$ cat config.mk
export PLATFORM = sky130hd
export DESIGN_NAME = uart_rx_fifo
export DESIGN_NICKNAME = d
export VERILOG_FILES = /design/src/rtl/uart_pkg.sv /design/src/rtl/uart_rx_fifo_sync_fifo.sv /design/src/rtl/uart_rx_fifo.sv
export SDC_FILE = /design/constraint.sdc
export NUM_CORES = 1
export LEC_CHECK = 0
export CAP_MARGIN = 20
export CELL_PAD_IN_SITES_DETAIL_PLACEMENT = 1
export CELL_PAD_IN_SITES_GLOBAL_PLACEMENT = 1
export CORE_MARGIN = 2
export CORE_UTILIZATION = 51
export DETAILED_ROUTE_END_ITERATION = 8
export GPL_ROUTABILITY_DRIVEN = 0
export GPL_TIMING_DRIVEN = 0
export PLACE_DENSITY_LB_ADDON = 0.1
export SLEW_MARGIN = 20
export SYNTH_ARGS = -nofsm -noshare
export SYNTH_HDL_FRONTEND = slang
export SYNTH_SLANG_ARGS = --single-unit
$ cat constraint.sdc
create_clock -name clk -period 3 [get_ports clk]
set_input_delay 0.3 -clock clk [delete_from_list [all_inputs] [get_ports clk]]
set_output_delay 0.3 -clock clk [all_outputs]
set_load 0.01 [all_outputs]
$ cat src/rtl/uart_pkg.sv
// Shared encodings and helpers for the UART receive path: parity modes,
// receiver FSM states and the bit-period calculation.
package uart_pkg;

   localparam int PAR_NONE = 0;
   localparam int PAR_ODD  = 1;
   localparam int PAR_EVEN = 2;

   typedef enum logic [2:0] {
      IDLE,
      START,
      DATA,
      PAR,
      STOP
   } rxState_t;

   // Rounded number of system clocks per serial bit.
   function automatic int clks_per_bit(input int clk, input int baud);
      return (clk + baud / 2) / baud;
   endfunction

endpackage

$ cat src/rtl/uart_rx_fifo_sync_fifo.sv
// Synchronous FIFO with head-of-queue read data and no fall-through.
// A pop while full frees the slot that a same-cycle push then uses.
module sync_fifo #(
   parameter int WIDTH = 8,
   parameter int DEPTH = 4
) (
   input  logic             clk,
   input  logic             rst,
   input  logic             push,
   input  logic             pop,
   input  logic [WIDTH-1:0] wdata,
   output logic [WIDTH-1:0] rdata,
   output logic             full,
   output logic             empty
);

   localparam int AW = $clog2(DEPTH);

   logic [WIDTH-1:0] mem [DEPTH];
   logic [AW:0]      wrPtr;
   logic [AW:0]      rdPtr;
   logic             doPush;
   logic             doPop;

   // The extra pointer bit distinguishes full from empty when the indices match.
   assign empty  = (wrPtr == rdPtr);
   assign full   = (wrPtr[AW] != rdPtr[AW]) && (wrPtr[AW-1:0] == rdPtr[AW-1:0]);
   assign doPop  = pop && !empty;
   assign doPush = push && (!full || doPop);
   assign rdata  = mem[rdPtr[AW-1:0]];

   always_ff @(posedge clk) begin
      if (rst) begin
         wrPtr <= '0;
         rdPtr <= '0;
      end else begin
         if (doPush) wrPtr <= wrPtr + 1'b1;
         if (doPop)  rdPtr <= rdPtr + 1'b1;
      end
   end

   always_ff @(posedge clk) begin
      if (doPush) mem[wrPtr[AW-1:0]] <= wdata;
   end

endmodule

$ cat src/rtl/uart_rx_fifo.sv
// Parametrised UART receiver with glitch rejection, sticky error flags and
// a receive FIFO presented through a valid/ready handshake.
module uart_rx_fifo
   import uart_pkg::*;
#(
   parameter int CLK_FREQ   = 12_000_000,
   parameter int BAUD       = 9600,
   parameter int DATA_BITS  = 8,
   parameter int PARITY     = 0,
   parameter int STOP_BITS  = 1,
   parameter int FIFO_DEPTH = 4
) (
   input  logic                 clk,
   input  logic                 rst,
   input  logic                 rx,
   output logic [DATA_BITS-1:0] data,
   output logic                 valid,
   input  logic                 ready,
   output logic                 frame_err,
   output logic                 parity_err,
   output logic                 overrun,
   input  logic                 clr_err,
   output logic                 busy
);

   localparam int             CPB       = clks_per_bit(CLK_FREQ, BAUD);
   localparam int             CW        = $clog2(CPB);
   localparam logic [CW-1:0]  CNT_LAST  = CW'(CPB - 1);
   localparam logic [CW-1:0]  CNT_HALF  = CW'(CPB / 2);
   localparam logic [3:0]     BIT_LAST  = 4'(DATA_BITS - 1);
   localparam logic           STOP_LAST = (STOP_BITS == 2);

   logic                 rxMeta;
   logic                 rxs;
   rxState_t             state;
   logic [CW-1:0]        bitCnt;
   logic [3:0]           bitIdx;
   logic                 stopIdx;
   logic [DATA_BITS-1:0] shiftReg;
   logic                 perrFrame;
   logic                 ferrFrame;
   logic                 bitWrap;
   logic                 parXor;
   logic                 parBad;
   logic                 frameDone;
   logic                 frameFerr;
   logic                 frameGood;
   logic                 fifoFull;
   logic                 fifoEmpty;
   logic                 pop;
   logic                 overrunSet;

   always_ff @(posedge clk) begin
      if (rst) begin
         rxMeta <= 1'b1;
         rxs    <= 1'b1;
      end else begin
         rxMeta <= rx;
         rxs    <= rxMeta;
      end
   end

   assign bitWrap = (bitCnt == CNT_LAST);
   assign parXor  = (^shiftReg) ^ rxs;
   assign parBad  = (PARITY == PAR_ODD) ? !parXor : parXor;

   // The current stop sample is folded in so the decision lands on the sampling cycle.
   assign frameDone  = (state == STOP) && bitWrap && (stopIdx == STOP_LAST);
   assign frameFerr  = ferrFrame || !rxs;
   assign frameGood  = frameDone && !frameFerr && !perrFrame;
   assign pop        = ready && !fifoEmpty;
   assign overrunSet = frameGood && fifoFull && !pop;

   always_ff @(posedge clk) begin
      if (rst) begin
         state     <= IDLE;
         bitCnt    <= '0;
         bitIdx    <= '0;
         stopIdx   <= 1'b0;
         shiftReg  <= '0;
         perrFrame <= 1'b0;
         ferrFrame <= 1'b0;
      end else begin
         case (state)
            IDLE: begin
               if (!rxs) begin
                  state  <= START;
                  bitCnt <= '0;
               end
            end
            START: begin
               if (bitCnt == CNT_HALF) begin
                  if (rxs) begin
                     state <= IDLE;
                  end else begin
                     state     <= DATA;
                     bitCnt    <= '0;
                     bitIdx    <= '0;
                     perrFrame <= 1'b0;
                     ferrFrame <= 1'b0;
                  end
               end else begin
                  bitCnt <= bitCnt + 1'b1;
               end
            end
            DATA: begin
               if (bitWrap) begin
                  bitCnt   <= '0;
                  shiftReg <= {rxs, shiftReg[DATA_BITS-1:1]};
                  if (bitIdx == BIT_LAST) begin
                     bitIdx  <= '0;
                     stopIdx <= 1'b0;
                     state   <= (PARITY != PAR_NONE) ? PAR : STOP;
                  end else begin
                     bitIdx <= bitIdx + 1'b1;
                  end
               end else begin
                  bitCnt <= bitCnt + 1'b1;
               end
            end
            PAR: begin
               if (bitWrap) begin
                  bitCnt    <= '0;
                  perrFrame <= parBad;
                  stopIdx   <= 1'b0;
                  state     <= STOP;
               end else begin
                  bitCnt <= bitCnt + 1'b1;
               end
            end
            STOP: begin
               if (bitWrap) begin
                  bitCnt <= '0;
                  if (!rxs) ferrFrame <= 1'b1;
                  if (stopIdx == STOP_LAST) begin
                     state <= IDLE;
                  end else begin
                     stopIdx <= 1'b1;
                  end
               end else begin
                  bitCnt <= bitCnt + 1'b1;
               end
            end
            default: state <= IDLE;
         endcase
      end
   end

   // A set event in the same cycle as clr_err keeps the flag raised.
   always_ff @(posedge clk) begin
      if (rst) begin
         frame_err  <= 1'b0;
         parity_err <= 1'b0;
         overrun    <= 1'b0;
      end else begin
         frame_err  <= (frameDone && frameFerr) || (frame_err && !clr_err);
         parity_err <= (frameDone && perrFrame) || (parity_err && !clr_err);
         overrun    <= overrunSet || (overrun && !clr_err);
      end
   end

   sync_fifo #(
      .WIDTH (DATA_BITS),
      .DEPTH (FIFO_DEPTH)
   ) rxFifo (
      .clk   (clk),
      .rst   (rst),
      .push  (frameGood),
      .pop   (pop),
      .wdata (shiftReg),
      .rdata (data),
      .full  (fifoFull),
      .empty (fifoEmpty)
   );

   assign valid = !fifoEmpty;
   assign busy  = (state != IDLE);

endmodule

After elaboration in Yosys (flattened, before gate mapping)
Memories as Yosys holds them, arrays and structs flattened. A register that Yosys moved wholly into a read port is not among the register bits.
Cells that the tools add are included.
{"block": "totals", "in_bits": 5, "mem_bits_rw": 32, "n_memories": 1, "output_inout_bits": 13, "reg_bits": 40, "word_cells": 117}
{"block": "classes", "bitwise_logic": 2, "addsub": 4, "eq_ne": 19, "reduce_logical": 42, "mux": 35}
{"name": "rxFifo.mem", "words": 4, "word_bits": 8, "read_ports": 1, "rd_ports_with_merged_regs": 1, "write_ports": 1, "line_no": "uart_rx_fifo_sync_fifo.sv:19", "source": "logic [WIDTH-1:0] mem [DEPTH];"}
{"op": "$mux 11", "n": 3}
{"op": "$pmux 11 s3", "n": 1}
{"op": "$mux 3", "n": 7}
{"op": "$ne 2x2->1 const B", "n": 9}
{"op": "$mux 4", "n": 4}
{"op": "$logic_and 1x1->1", "n": 15}
{"op": "$pmux 3 s5", "n": 1}
{"op": "$mux 1", "n": 12}
{"op": "$add 11x1->11 const B", "n": 1}
{"op": "$eq 11x10->1 const B", "n": 1}
{"op": "$eq 11x11->1 const B", "n": 1}
{"op": "$reduce_and 5->1", "n": 2}
{"op": "$reduce_bool 3->1", "n": 3}
{"op": "$pmux 4 s2", "n": 1}
{"op": "$reduce_and 4->1", "n": 2}
{"op": "$reduce_xor 8->1", "n": 1}
{"op": "$logic_not 1->1", "n": 7}
{"op": "$reduce_and 7->1", "n": 1}
{"op": "$add 3x1->3 const B", "n": 2}
{"op": "$eq 3x2->1 const B", "n": 2}
{"op": "$mux 2", "n": 3}
{"op": "$reduce_bool 2->1", "n": 3}
{"op": "$logic_or 1x1->1", "n": 5}
{"op": "$add 4x1->4 const B", "n": 1}
{"op": "other kinds (13)", "n": 14}

Longest topological paths before layout
Gate-level depths: netlist of run 1.
{"block": "logic_depth", "ltp_word": 8, "mapped_depth": 8, "depth_no_buf": 7}

Cells and area by module
Synthesis of run 1 repeated with hierarchy kept, for this count alone.
{"block": "hier_totals", "cells_unflattened": 311, "area_unflattened_um2": 3490.8}
{"mod": "uart_rx_fifo", "cells_per_inst": 214, "area_per_inst_um2": 1791.7, "seq_area_each_um2": 660.6, "n_inst": 1}
{"mod": "sync_fifo", "cells_per_inst": 97, "area_per_inst_um2": 1699.1, "seq_area_each_um2": 1121.1, "n_inst": 1}

Least setup slack after synthesis of run 1
Ideal clock, no wire load.
{"block": "synth_timing", "path_type": "flip-flop to flip-flop", "start": "register bitCnt[0]", "end": "memory rxFifo.mem[3][0] (enable)", "period_less_slack_ps": 2045, "t_arrival_ps": 1733, "path_buffers": 0, "required_ps": 2688, "path_slack_ps": 955, "setup_ps": 312, "stages_incl_launch_ff": 6, "path_cell_list": "dfxtp_1 ha_1 nor4b_4 nand4_2 nor4_4 and2_2"}
{"block": "synth_via", "elab_chain_len": 8}
{"element": "start: declaration", "line_no": "uart_rx_fifo.sv:36", "source": "logic [CW-1:0] bitCnt;"}
{"element": "start signal: assignment", "line_no": "uart_rx_fifo.sv:103", "source": "bitCnt <= bitCnt + 1'b1;"}
{"element": "start signal: assignment", "line_no": "uart_rx_fifo.sv:118", "source": "bitCnt <= bitCnt + 1'b1;"}
{"element": "start signal: assignment", "line_no": "uart_rx_fifo.sv:128", "source": "bitCnt <= bitCnt + 1'b1;"}
{"element": "$eq 11x11->1", "line_no": "uart_rx_fifo.sv:63", "source": "assign bitWrap = (bitCnt == CNT_LAST);"}
{"element": "$logic_and 1x1->1 (2 in series)", "line_no": "uart_rx_fifo.sv:68", "source": "assign frameDone = (state == STOP) && bitWrap && (stopIdx == STOP_LAST);"}
{"element": "$logic_and 1x1->1 (2 in series)", "line_no": "uart_rx_fifo.sv:70", "source": "assign frameGood = frameDone && !frameFerr && !perrFrame;"}
{"element": "$logic_and 1x1->1", "line_no": "uart_rx_fifo_sync_fifo.sv:29", "source": "assign doPush = push && (!full || doPop);"}
{"element": "$mux 1", "line_no": "uart_rx_fifo_sync_fifo.sv:43", "source": "if (doPush) mem[wrPtr[AW-1:0]] <= wdata;"}
{"element": "$mux 1 (implied by the code)", "line_no": "uart_rx_fifo_sync_fifo.sv:43"}
{"element": "end: declaration", "line_no": "uart_rx_fifo_sync_fifo.sv:19"}
No other way between the ends.

==> out/qor.yml, run 1 <==
r2r_start: "bitCnt[0]"
reg2reg_depth: 5
cts_tree: "yes"
cp-start-kind: "register"
synth.avg_cell_area_um2: 11.0
total_power_mw: 1.83
hp-class: "reg -> reg"
fin_crit_ns: 2.57
fp.dieW_um: 84.9
die_h_um: 84.9
cpPeakStageDelay_ns: 0.60
place_area_um2: 3590
fill_cells: 667
final-setup-viol-count: 0
grt_max_degree: 14
firstDrtPassIters: 4
hold_buffers: 0
drive_gt1_share_pct: 14.1
synthArstFlopShare_pct: 0
timing.critical_path.slowest_stage_cell: "mux4_2"
htreeDepth: 3
synthCells: 302
cts.repair.resized: 0
rrSetupSlack_ns: 0.51
areaGrowthSynthToFinish_pct: 13.5
clk-insertion-delay-late_ns: 0.35
synth_edf_count: 32
num_vias: 2377
hp-start: "rxMeta"
vdd_ir_drop_max_mv: 0.274
whs_ns: 0.424
r2r-end: "rxFifo.mem[3][2]"
seqPwrFrac_pct: 56.7
layout_common_cells: "dfxtp_1, edfxtp_1, nand2_1"
numClockSinks: 73
first_iter_violations: 111
path_clk_slew_ns: 0.08
p_leak_nw: 1.32
route.detailed.drc: 0
p_comb_share_pct: 3.2
clk_path_buf_depth: 2
grt-ovfl-total: 0
switching_share_pct: 21.9
p_int_mw: 1.43
antenna_found_initial: 0
cts_buffers: 9
synth_ff_type: "dfxtp_1"
worst-path-max-fanout: 8
worst_ep_required_time_ns: 2.70
switching_power_uw: 400
grt_use_total_pct: 22.1
cp-end-kind: "primary output"
p_per_area_nw_per_um2: 483
final.setup_skew_ns: 0.0129
rows: 29
ant_nets: 0
postCtsSetupBuffers: 0
fin_area_um2: 3790
rsz0062_at_grt: "false"
worstSetupPathType: "reg -> out"
coreArea_um2: 6350
hold_depth: 1
diodes: 0
power_frac_clock_pct: 40.1
worst_slew_margin_rel_pct: 54.8
routed_wl_mm: 7.42
final_max_slew_viol_count: 0
viasPerCell: 5.78
start_util_pct: 52.6
tightest_slew_ns: 0.679
status: "complete, no violations"
fin_crit_sh_pct: 85.6
synth-seq-cells: 73
worstHoldEndpoint: "rxs"
yosysWarnings: 0
portBuffers: 16
root_buffer: "clkbuf_8"
grt_first_pass_wirelength_mm: 12.2
syn_nets: 315
wl_per_cell_um: 18.1
fin_setup_tns_ns: 0
placed_cells: 395
path_cells: "clkbuf_1 > mux4_2 > clkdlybuf4s50_1"
hold_violations: 0
grt_pass1_vias: 2496
fmax_ghz: 0.390
seq_area_frac_synth_pct: 53.4
hpwl_mm: 5.34
synth_area_um2: 3340
final_net_count: 342
yosysUniqueCellTypes: 56
final_common_cell: "dfxtp_1"
drv_cap: 0
fin_cells: 411
io_pins: 18
cp.arrival_ns: 2.27
fp.dieArea_um2: 7210
==> synth_stat cells (2+ instances only) <==
master | instances | area [um^2]
a21oi_1 | 26 | 130
a221o_1 | 2 | 20.0
a31oi_1 | 4 | 25.0
and2_1 | 2 | 12.5
and2_2 | 4 | 30.0
and3_1 | 4 | 25.0
and3_2 | 2 | 15.0
and4bb_2 | 2 | 25.0
buf_2 | 2 | 10.0
buf_4 | 2 | 15.0
clkbuf_1 | 7 | 26.3
dfxtp_1 | 41 | 821
edfxtp_1 | 32 | 961
ha_1 | 8 | 100
inv_1 | 8 | 30.0
mux2i_1 | 2 | 20.0
mux4_2 | 8 | 180
nand2_1 | 31 | 116
nand2b_1 | 6 | 37.5
nand3_1 | 21 | 105
nand4_1 | 2 | 12.5
nor2_1 | 18 | 67.6
nor2b_1 | 5 | 31.3
nor3_1 | 6 | 30.0
nor3b_1 | 3 | 22.5
o21ai_0 | 8 | 40.0
or2_2 | 3 | 18.8
or3_1 | 3 | 18.8
or4_1 | 2 | 15.0
xnor2_1 | 8 | 70.1
xor2_1 | 5 | 43.8
==> stage by stage <==
step | utilization (%) | setup WS (ns)
after floorplan | - | 0.955
after global placement | 56.6 | 0.604
after detailed placement | 56.6 | 0.541
after CTS | 59.6 | 0.363
after global routing | 59.6 | 0.289
final | 59.6 | 0.433
==> how the worst max path moves through the flow <==
stage,start,end,slack [ns],cells past startpoint
detailed placement,bitCnt[0],rxFifo.mem[3][3],0.54,5
global route,register,data[6],0.29,3
global placement,bitCnt[0],rxFifo.mem[3][3],0.60,5
CTS,register,data[5],0.36,3
floorplan,bitCnt[0],rxFifo.mem[3][0],0.96,5
finish,register,data[5],0.43,3
==> metal layers <==
layer  vias to the layer above  routed length (um)  GRT usage [%]
li1                       1158                   -              -
met1                      1166                3130           25.2
met2                        39                3900           38.9
met3                        14                 238           5.84
met4                         0                 159           9.81
met5                         -                   0              0
==> logic make-up after synthesis <==
family	after synthesis	synth area share, %
AND/OR/NAND/NOR	122	20.5
flip-flops	73	53.4
AO/OA/AOI/OAI	55	10.5
buffers and inverters	20	2.55
XOR/XNOR	14	4.09
multiplexers	10	6.00
adder cells (fa/ha/maj)	8	3.00
==> worst max-delay path, delay by kind of cell (launching register included) <==
family / cells / cell delay (ns)
buffers and inverters: 2 / 1.01
multiplexers: 1 / 0.60
flip-flops: 1 / 0.31
==> state kept, by name, summed over array words and instances (netlist names), named ones only <==
signal and count:
perrFrame 1, bitIdx 4, state 3, rxMeta 1
frame_err 1, bitCnt 11, rxs 1, parity_err 1
overrun 1, rxFifo.mem 32, rxFifo.wrPtr 3, ferrFrame 1
rxFifo.rdPtr 3, shiftReg 8
==> power groups by stage <==
stage               combinational, mW  clock, mW  sequential, mW
CTS                            0.0590      0.748            1.04
detailed placement             0.0588          0            1.06
global placement               0.0577          0            1.06
global route                   0.0646      0.798            1.04
floorplan                      0.0393          0            1.06
finish                         0.0585      0.732            1.04
==> layout make-up <==
class	instances	area [um^2]	share of cell area, %
repair buffers	16	160	4.23
clock inverters	4	26.3	0.694
plain buffers	12	55.1	1.45
well taps	77	96.3	2.54
inverters	8	30.0	0.793
flip-flops and latches	73	1780	47.1
multi-input cells	209	1470	38.8
clock buffers	12	166	4.40
Note: power is estimated with default switching activity, not from simulation.
==> inputs of run 2 (changes only) <==
--- a/config.mk
+++ b/config.mk
@@ -8,8 +8,9 @@
 export CAP_MARGIN = 20
 export CELL_PAD_IN_SITES_DETAIL_PLACEMENT = 1
 export CELL_PAD_IN_SITES_GLOBAL_PLACEMENT = 1
+export CORE_ASPECT_RATIO = 0.8
 export CORE_MARGIN = 2
-export CORE_UTILIZATION = 51
+export CORE_UTILIZATION = 41
 export DETAILED_ROUTE_END_ITERATION = 8
 export GPL_ROUTABILITY_DRIVEN = 0
 export GPL_TIMING_DRIVEN = 0
==> run 2 against run 1 <==
Via count about the same. Sequential power about the same. Maximum frequency decreased by 0.42%.
==> out/qor.yml, run 2 (synthesis results as in run 1) <==
status: "complete, no violations"
die_h_um: 84.7
firstDrtPassIters: 4
p_per_area_nw_per_um2: 465
r2r_start: "bitCnt[0]"
viasPerCell: 5.37
root_buffer: "clkbuf_8"
first_iter_violations: 78
drive_gt1_share_pct: 14.4
p_leak_nw: 1.31
cp-end-kind: "primary output"
timing.critical_path.slowest_stage_cell: "mux4_2"
cts_buffers: 9
worst_slew_margin_rel_pct: 53.2
path_cells: "clkbuf_1 > mux4_2 > clkdlybuf4s50_1"
cp-start-kind: "register"
hp-class: "reg -> reg"
hold_buffers: 0
clk-insertion-delay-late_ns: 0.34
rsz0062_at_grt: "false"
route.detailed.drc: 0
drv_cap: 0
fin_crit_ns: 2.58
num_vias: 2375
grt_use_total_pct: 17.6
final_max_slew_viol_count: 0
worst-path-max-fanout: 8
placed_cells: 426
hold_violations: 0
worstHoldEndpoint: "rxs"
numClockSinks: 73
postCtsSetupBuffers: 0
ant_nets: 0
path_clk_slew_ns: 0.08
r2r-end: "rxFifo.mem[3][7]"
routed_wl_mm: 7.30
fin_area_um2: 3800
largest_reg_flops: 32
fp.dieW_um: 105
fin_cells: 442
switching_power_uw: 416
tightest_slew_ns: 0.702
antenna_found_initial: 0
grt_first_pass_wirelength_mm: 12.2
htreeDepth: 3
final-setup-viol-count: 0
hpwl_mm: 5.27
final_net_count: 342
place_area_um2: 3630
rows: 29
p_comb_share_pct: 3.4
reg2reg_depth: 5
diodes: 0
p_int_mw: 1.35
cts.repair.resized: 0
wl_per_cell_um: 16.5
crit_family: "buffers and inverters"
grt_max_degree: 14
switching_share_pct: 23.5
hp-start: "rxMeta"
vdd_ir_drop_max_mv: 0.231
fp.dieArea_um2: 8880
cp.arrival_ns: 2.28
worst_ep_required_time_ns: 2.70
cpPeakStageDelay_ns: 0.59
cp.buffers_inverters: 2
rrSetupSlack_ns: 0.61
cts_tree: "yes"
areaGrowthSynthToFinish_pct: 13.9
fin_setup_tns_ns: 0
worstSetupPathType: "reg -> out"
clk_path_buf_depth: 2
seqPwrFrac_pct: 58.6
start_util_pct: 42.2
io_pins: 18
coreArea_um2: 7910
layout_common_cells: "dfxtp_1, edfxtp_1, nand2_1"
fmax_ghz: 0.388
power_frac_clock_pct: 38.0
fin_crit_sh_pct: 85.9
final.setup_skew_ns: 0.00796
hold_depth: 1
final_common_cell: "dfxtp_1"
grt_pass1_vias: 2419
grt-ovfl-total: 0
portBuffers: 16
run 2: changes by cell type in the layout (fill, tap and decap cells not counted), sizes merged:
cell    previous run  this run
inv                8         9
clkinv             3         5
clkbuf            19        16
run 2: per-layer routing:
metal | global-route usage (%) | vias to the layer above | share of wire (%)
met3 | 4.66 | 6 | 2.6
met1 | 23.6 | 1178 | 51
met5 | 0 | - | 0
met2 | 28.7 | 34 | 46
met4 | 4.36 | 0 | 0.78
li1 | - | 1157 | -
run 2: worst reg2reg max path, stage by stage, from the launching register on:
cell and delay (ns):
dfxtp_1 0.40, ha_1 0.18, nor4b_4 0.44, nand4_2 0.26, nor4_4 0.43, and2_2 0.37
run 2: through the flow:
stage                     total power, mW  setup slack, ns  util [%]  hold slack (ns)
after floorplan                      1.10            0.955         -            0.389
after detailed placement             1.12            0.581      45.9            0.399
after CTS                            1.79            0.335      48.1            0.417
final                                1.77            0.422      48.1            0.414
after global placement               1.12            0.589      45.9            0.398
after global routing                 1.83            0.230      48.1            0.426
run 2: how the worst max path moves through the flow:
stage / start / to / cells past startpoint
floorplan: bitCnt[0] / rxFifo.mem[3][0] / 5
global placement: bitCnt[0] / rxFifo.mem[3][4] / 5
detailed placement: bitCnt[0] / rxFifo.mem[3][5] / 5
CTS: register / data[1] / 3
global route: register / data[1] / 3
finish: register / data[1] / 3
run 2: layout make-up:
cell class	instances	area (um^2)
plain buffers	12	55.1
clock buffers	9	124
clock inverters	7	45.0
fillers	910	4110
inverters	8	30.0
multi-input cells	209	1470
flip-flops and latches	73	1780
well taps	108	135
repair buffers	16	160
run 2: power groups by stage:
stage	registers [mW]	clock network, mW	logic, mW
floorplan	1.06	0	0.0393
global placement	1.06	0	0.0592
detailed placement	1.06	0	0.0595
CTS	1.04	0.693	0.0599
global route	1.04	0.731	0.0659
finish	1.04	0.673	0.0597
